<file path="config.mk">
export PLATFORM = sky130hd
export DESIGN_NAME = mem_arbiter
export DESIGN_NICKNAME = d
export VERILOG_FILES = /design/src/rtl/defs.sv /design/src/rtl/mem_arb_pick.sv /design/src/rtl/mem_arbiter.sv
export SDC_FILE = /design/constraint.sdc
export NUM_CORES = 1
export LEC_CHECK = 0
export ABC_AREA = 1
export CAP_MARGIN = 25
export CORE_AREA = 2 2 118 120
export DETAILED_ROUTE_END_ITERATION = 8
export DIE_AREA = 0 0 120 122
export PLACE_DENSITY = 0.84
export REMOVE_ABC_BUFFERS = 1
export SLEW_MARGIN = 40
export SYNTH_ARGS = -nofsm -noshare
export SYNTH_HDL_FRONTEND = slang
export SYNTH_HIERARCHICAL = 1
export SYNTH_SLANG_ARGS = --single-unit
</file>
<file path="constraint.sdc">
create_clock -name clk -period 4.95 [get_ports clk]
set_input_delay 0.99 -clock clk [delete_from_list [all_inputs] [get_ports clk]]
set_output_delay 0.99 -clock clk [all_outputs]
set_load 0.01 [all_outputs]
</file>
<file path="src/rtl/defs.sv">
// Shared type and constant definitions for the memory-port arbiter.
// Build option: MEM_ARB_RR_EN selects round-robin tie-breaking in mem_arb_pick.
package defs;

    typedef enum logic [1:0] {
        ARB_IDLE  = 2'd0,
        ARB_INSTR = 2'd1,
        ARB_DATA  = 2'd2,
        ARB_DONE  = 2'd3
    } memarb_state_t;

    typedef enum logic {
        GRANT_INSTR = 1'b0,
        GRANT_DATA  = 1'b1
    } memarb_grant_t;

    localparam logic [1:0] MEMARB_WORD_OPLEN = 2'b10;

endpackage

</file>
<file path="src/rtl/mem_arb_pick.sv">
// Combinational winner selection between fetch and data requests.
// MEM_ARB_RR_EN: ties go to the requester that did not win last; otherwise data always wins.
module mem_arb_pick
    import defs::*;
(
    input  logic i_req,
    input  logic d_req,
`ifdef MEM_ARB_RR_EN
    input  logic rr_last,
`endif
    output logic req_any,
    output logic grant
);

    always_comb begin
        req_any = i_req | d_req;
        grant   = GRANT_INSTR;
        if (i_req && d_req) begin
`ifdef MEM_ARB_RR_EN
            grant = (rr_last == GRANT_DATA) ? GRANT_INSTR : GRANT_DATA;
`else
            grant = GRANT_DATA;
`endif
        end else if (d_req) begin
            grant = GRANT_DATA;
        end
    end

endmodule

</file>
<file path="src/rtl/mem_arbiter.sv">
// Shares the memoryController request port between instruction fetch and load/store.
// Build option: MEM_ARB_RR_EN enables round-robin arbitration (default: data has priority).
//
// Handshake: a requester raises *_enable with stable fields and holds it until its *_valid
// pulse (exactly one cycle); downstream, m_enable and all m_* fields stay constant until
// m_valid is seen, and m_valid is ignored unless a transaction is outstanding.
module mem_arbiter
    import defs::*;
#(
    parameter int ADDR_W = 25
) (
    input  logic              clk,
    input  logic              rst,
    input  logic              i_enable,
    input  logic [ADDR_W-1:0] i_addr,
    output logic              i_valid,
    output logic [31:0]       i_result,
    input  logic              d_enable,
    input  logic              d_we,
    input  logic              d_unsigned,
    input  logic [1:0]        d_oplen,
    input  logic [ADDR_W-1:0] d_addr,
    input  logic [31:0]       d_wdata,
    output logic              d_valid,
    output logic [31:0]       d_result,
    output logic              m_enable,
    output logic              m_we,
    output logic              m_unsigned,
    output logic [1:0]        m_oplen,
    output logic [ADDR_W-1:0] m_addr,
    output logic [31:0]       m_wdata,
    input  logic              m_valid,
    input  logic [31:0]       m_result,
    output logic [1:0]        dbg_state
);

    memarb_state_t state_q, state_d;
    logic          pick_any;
    logic          pick_grant;
    logic          grab;
    logic          done;

`ifdef MEM_ARB_RR_EN
    logic rr_last;
`endif

    mem_arb_pick u_pick (
        .i_req   (i_enable),
        .d_req   (d_enable),
`ifdef MEM_ARB_RR_EN
        .rr_last (rr_last),
`endif
        .req_any (pick_any),
        .grant   (pick_grant)
    );

    always_comb begin
        state_d = state_q;
        grab    = 1'b0;
        done    = 1'b0;
        case (state_q)
            ARB_IDLE: begin
                if (pick_any) begin
                    grab    = 1'b1;
                    state_d = (pick_grant == GRANT_DATA) ? ARB_DATA : ARB_INSTR;
                end
            end
            ARB_INSTR, ARB_DATA: begin
                if (m_valid) begin
                    done    = 1'b1;
                    state_d = ARB_DONE;
                end
            end
            // One dead cycle so the served requester can drop its enable before re-arbitration.
            ARB_DONE: state_d = ARB_IDLE;
            default:  state_d = ARB_IDLE;
        endcase
    end

    always_ff @(posedge clk or posedge rst) begin
        if (rst) state_q <= ARB_IDLE;
        else     state_q <= state_d;
    end

    assign dbg_state = state_q;

    always_ff @(posedge clk or posedge rst) begin
        if (rst) begin
            m_enable   <= 1'b0;
            m_we       <= 1'b0;
            m_unsigned <= 1'b0;
            m_oplen    <= 2'b00;
            m_addr     <= '0;
            m_wdata    <= '0;
            i_valid    <= 1'b0;
            d_valid    <= 1'b0;
            i_result   <= '0;
            d_result   <= '0;
`ifdef MEM_ARB_RR_EN
            rr_last    <= GRANT_INSTR;
`endif
        end else begin
            i_valid <= 1'b0;
            d_valid <= 1'b0;
            if (grab) begin
                m_enable <= 1'b1;
                if (pick_grant == GRANT_DATA) begin
                    m_we       <= d_we;
                    m_unsigned <= d_unsigned;
                    m_oplen    <= d_oplen;
                    m_addr     <= d_addr;
                    m_wdata    <= d_wdata;
                end else begin
                    m_we       <= 1'b0;
                    m_unsigned <= 1'b0;
                    m_oplen    <= MEMARB_WORD_OPLEN;
                    m_addr     <= i_addr;
                    m_wdata    <= '0;
                end
`ifdef MEM_ARB_RR_EN
                rr_last <= pick_grant;
`endif
            end
            if (done) begin
                m_enable <= 1'b0;
                if (state_q == ARB_DATA) begin
                    d_result <= m_result;
                    d_valid  <= 1'b1;
                end else begin
                    i_result <= m_result;
                    i_valid  <= 1'b1;
                end
            end
        end
    end

endmodule

</file>
---- After elaboration in Yosys (flattened, before gate mapping) ----
Cells that the tools add are included.
W data, S select, Z words.
cells by class
  reductions and logical operators ........ 7
  equal/unequal tests ..................... 5
  multiplexer cells ....................... 21
  bitwise logic cells ..................... 2
operators by type and width
  cell                  count
  $mux W32              1
  $mux W25              1
  $mux W1               14
  $mux W2               4
  $pmux W2 S3           1
  $reduce_and A2 Y1     3
  $eq A2 B2 Y1 const B  2
  $ne A2 B2 Y1 const B  2
  $eq A2 B1 Y1 const B  1
  $logic_not A2 Y1      1
  $reduce_bool A2 Y1    1
  $reduce_or A2 Y1      1
  $logic_and A1 B1 Y1   1
  $not A1 Y1            1
  $or A1 B1 Y1          1
storage, ports and cells
  output and inout port bits .............. 130
  register bits after elaboration ......... 130
  logic and storage cells ................. 46
  bits of input ports ..................... 123

---- Logic depth before layout (Yosys ltp) ----
  depth after elaboration ................. 5
  gate-level depth with buffers ........... 9

---- Modules after synthesis ----
The synthesis kept the hierarchy.
modules (own cells, without submodules)
  module        seq. area each (um^2)  instances  area an instance (um^2)  cells an instance
  mem_arbiter   3253.1                 1          5497.8                   618
  mem_arb_pick  0.0                    1          15.0                     4

---- Worst setup path before layout ----
Ideal clock, no wire load.
  path type ............................... input port to flip-flop
  from .................................... input port i_enable
  to ...................................... register m_oplen[0]
  required time ........................... 4.817 ns
  path buffers ............................ 2
  setup slack ............................. 3.196 ns
  arrival ................................. 1.620 ns
  stages on the path ...................... 7
  library setup time ...................... 0.133 ns
  path through ............................ inv_1 -> nand2_1 -> nand2_2 -> buf_4 -> buf_2 -> nand2_1 -> o21ai_0
on the way
  longest elaborated chain between the ends .. 3
  elaborated cells on any way between the ends .. 6
ends and longest elaborated chain
  item                  line                source
  start, declared       mem_arbiter.sv:14   input logic i_enable,
  $or A1 B1 Y1          mem_arb_pick.sv:16  req_any = i_req | d_req;
  via pick_any          mem_arbiter.sv:38   logic pick_any;
  $mux W1               mem_arbiter.sv:63   if (pick_any) begin
  $mux W1               mem_arbiter.sv:61   case (state_q)
  end signal, assigned  mem_arbiter.sv:110  m_oplen <= d_oplen;
  end, declared         mem_arbiter.sv:29   output logic [1:0] m_oplen,
The timed path passes the listed nets, and every way through them passes these cells.
A chain may end at the register's enable or synchronous reset.

---- Final worst setup path ----
  from .................................... input port i_enable
  to ...................................... register m_wdata[30]
on the way
  longest elaborated chain between the ends .. 3
  elaborated cells on any way between the ends .. 6
ends and longest elaborated chain
  item                  line                source
  $or A1 B1 Y1          mem_arb_pick.sv:16
  via pick_any          mem_arbiter.sv:38
  $mux W1               mem_arbiter.sv:63
  $mux W1               mem_arbiter.sv:61
  end signal, assigned  mem_arbiter.sv:112  m_wdata <= d_wdata;
  end, declared         mem_arbiter.sv:31   output logic [31:0] m_wdata,
The timed path passes the listed nets, and every way through them passes these cells.

==> results.yml <==
run_status:
  status: "complete, no violations"
clocking:
  cts-resized-gates: 0
  clock-sinks: 130
  cts.htree.levels: 4
  cts_buffer_depth: 2
  clk_pin_slew_ns: 0.05
  cts_tree: "yes"
  hold_buffers: 0
  clk_latency_ns: 0.40
  post_cts_buffers: 0
  cts_root_buf: "clkbuf_16"
  cts_buffers: 17
die:
  initial_core_util_pct: 40.8
  num_rows: 43
  dieArea_um2: 14600
  coreArea_um2: 13500
  pin_count: 253
  die_x_um: 120
  fp.dieH_um: 122
power:
  intPower_uw: 3540
  power_switching_uw: 1810
  p_sw_share_pct: 33.8
  ir_drop_mv: 0.443
  seqPwrFrac_pct: 34.0
  p_leak_uw: 0.00417
  p_clk_share_pct: 22.8
  total_power_uw: 5360
  power_density_nw_per_um2: 620
  combPwrFrac_pct: 43.2
critical_path:
  r2r-start: "dbg_state[1]$_DFFE_PP0P_"
  startpoint: "i_enable"
  ff2ff_path_depth: 8
  worstSetupEndpointType: "flop"
  worst-r2r-setup-slack_ns: 2.74
  r2r_end: "d_result[14]$_DFFE_PP0P_"
  path_max_fanout: 78
  path_class: "in -> reg"
  critPathLaunchType: "primary input"
  cp.required_ns: 5.19
  arrival_ns: 2.69
hold_path:
  min-delay-start: "m_addr[0]$_DFFE_PP0P_"
  hp-class: "reg -> reg"
  whs_path_depth: 2
  hold_path_end: "m_addr[0]$_DFFE_PP0P_"
logic_synthesis:
  ys_seq_elements: 130
  netlist_top_cells_area: "dfrtp_1 59%, nand2_1 20%, o21ai_2 5.7%"
  synth_edf_count: 0
  yosysMostFrequentCell: "nand2_1"
  ys.flop_type: "dfrtp_1"
  yosys_warnings: 6
  synth_cells: 622
  synth_top_area_share_pct: 59.0
  synth-seq-area-share_pct: 59.0
  synthArstFlopShare_pct: 100
  avgSynthCellArea_um2: 8.86
  yosysTopAreaCell: "dfrtp_1"
  synthTopCellsByCount: "299 x nand2_1, 130 x dfrtp_1, 53 x o21ai_0"
  synth.distinct_cells: 15
  netlist_area_um2: 5510
layout:
  layout-drive-gt1-share_pct: 8.60
  area_growth_pct: 56.8
  antenna_cells: 0
  fin_cells: 1052
  finalInstanceArea_um2: 8640
  nets: 988
sta:
  worst_clock_skew_ns: 0.00561
  min_period_over_period_pct: 49.5
  slew_viol_final: 0
  setup-violations-final: 0
  rsz0062_at_grt: "false"
  slew_headroom_pct: 56.3
  post-route-min-period_ns: 2.45
  max_freq_mhz: 408
  finalHoldViolations: 0
  fin_tns_setup_ns: 0
  tightest_slew_ns: 0.655
global_route:
  grt_overflow: 0
  first_global_vias: 4754
  antenna_found_initial: 0
  grt_pass1_wl_um: 23800
  grt_max_degree: 79
  track_usage_pct: 21.0
placement:
  port_buffers: 252
  placed_area_um2: 8060
  dp_hpwl_um: 10600
  gp_congestion: 0.776
  dpl.cell_count: 1023
routing:
  vias_per_cell: 4.60
  drt-initial-drc-count: 361
  first_pass_iters: 5
  post-route-drc-count: 0
  final_antenna_net_count: 0
  routed_wl_um: 14900
  num_vias: 4842
  wl_per_cell_um: 14.2
job:
  maxCapViolations: 0
[per-stage QoR]
stage	utilization [%]	setup slack (ns)	hold slack [ns]
after floorplan	-	0.491	0.515
after global placement	59.7	2.09	0.462
after detailed placement	59.7	2.09	0.465
after CTS	64.0	2.51	0.480
after global routing	64.0	2.33	0.495
final	64.0	2.50	0.476
[logic make-up (layout without fill, tap and decap cells)]
kind of cell / after synthesis / after routing / synth area share, %
simple gates: 303 / 303 / 20.8
flops: 130 / 130 / 59.0
compound gates: 102 / 102 / 11.7
buf+inv: 84 / 334 / 7.83
fa+ha+maj: 3 / 3 / 0.681
[power groups by stage]
stage	logic (µW)	clock network, µW	registers (µW)
floorplan	782	0	2030
global placement	2280	0	1810
detailed placement	2340	0	1820
CTS	2350	1240	1820
global route	2540	1290	1880
finish	2310	1220	1820
[registers in the layout, summed over array words and instances (netlist names)]
| name | cells |
|---|---|
| m_we | 1 |
| d_result | 32 |
| m_wdata | 32 |
| m_unsigned | 1 |
| m_addr | 25 |
| m_enable | 1 |
| d_valid | 1 |
| dbg_state | 2 |
| i_result | 32 |
| m_oplen | 2 |
| i_valid | 1 |
[per-layer routing]
metal	GRT usage (%)	wire length (µm)	vias up
li1	-	-	2389
met1	25.9	6160	2244
met2	34.2	7350	168
met3	4.87	766	41
met4	11.4	631	0
met5	0	0	-
[cell type report]
cell class / instances / area [µm²]
clock buffer: 25 / 505
clock inverter: 4 / 73.8
fill: 1101 / 4860
inverter: 48 / 185
multi-input combinational: 408 / 1830
sequential: 130 / 3250
tap: 180 / 225
timing repair buffer: 257 / 2570
[worst max-delay path, cell delays in order]
cell and delay, ns:
clkdlybuf4s50_1 0.39, inv_1 0.05, nand2_1 0.07, nand2_2 0.32, buf_4 0.61, o21ai_0 0.23
[placed cells by master (no fill, tap or decap)]
cell type        instances
clkbuf_16               17
clkbuf_1                 3
dfrtp_1                130
buf_2                    1
clkinv_2                 1
nand2_4                  1
nand2_1                299
nor2_1                   1
o21ai_1                 13
bufinv_16                2
buf_4                    4
o21ai_0                 53
nand2_2                  2
inv_6                    1
ha_1                     3
buf_12                   1
clkbuf_8                 5
o21ai_2                 36
inv_1                   44
inv_2                    3
clkinv_4                 1
clkdlybuf4s50_1        251
[worst max-delay path by stage]
| stage | cells after the start | end | slack [ns] |
|---|---|---|---|
| 2_1_floorplan | 1 | d_result[0]$_DFFE_PP0P_ | 0.49 |
| 3_3_place_gp | 7 | i_result[2]$_DFFE_PP0P_ | 2.09 |
| 3_5_place_dp | 7 | d_result[14]$_DFFE_PP0P_ | 2.09 |
| 4_1_cts | 7 | d_result[14]$_DFFE_PP0P_ | 2.51 |
| 5_1_grt | 7 | d_result[14]$_DFFE_PP0P_ | 2.33 |
| 6_report | 6 | m_wdata[30]$_DFFE_PP0P_ | 2.50 |
(Power assumes the default switching activity.)
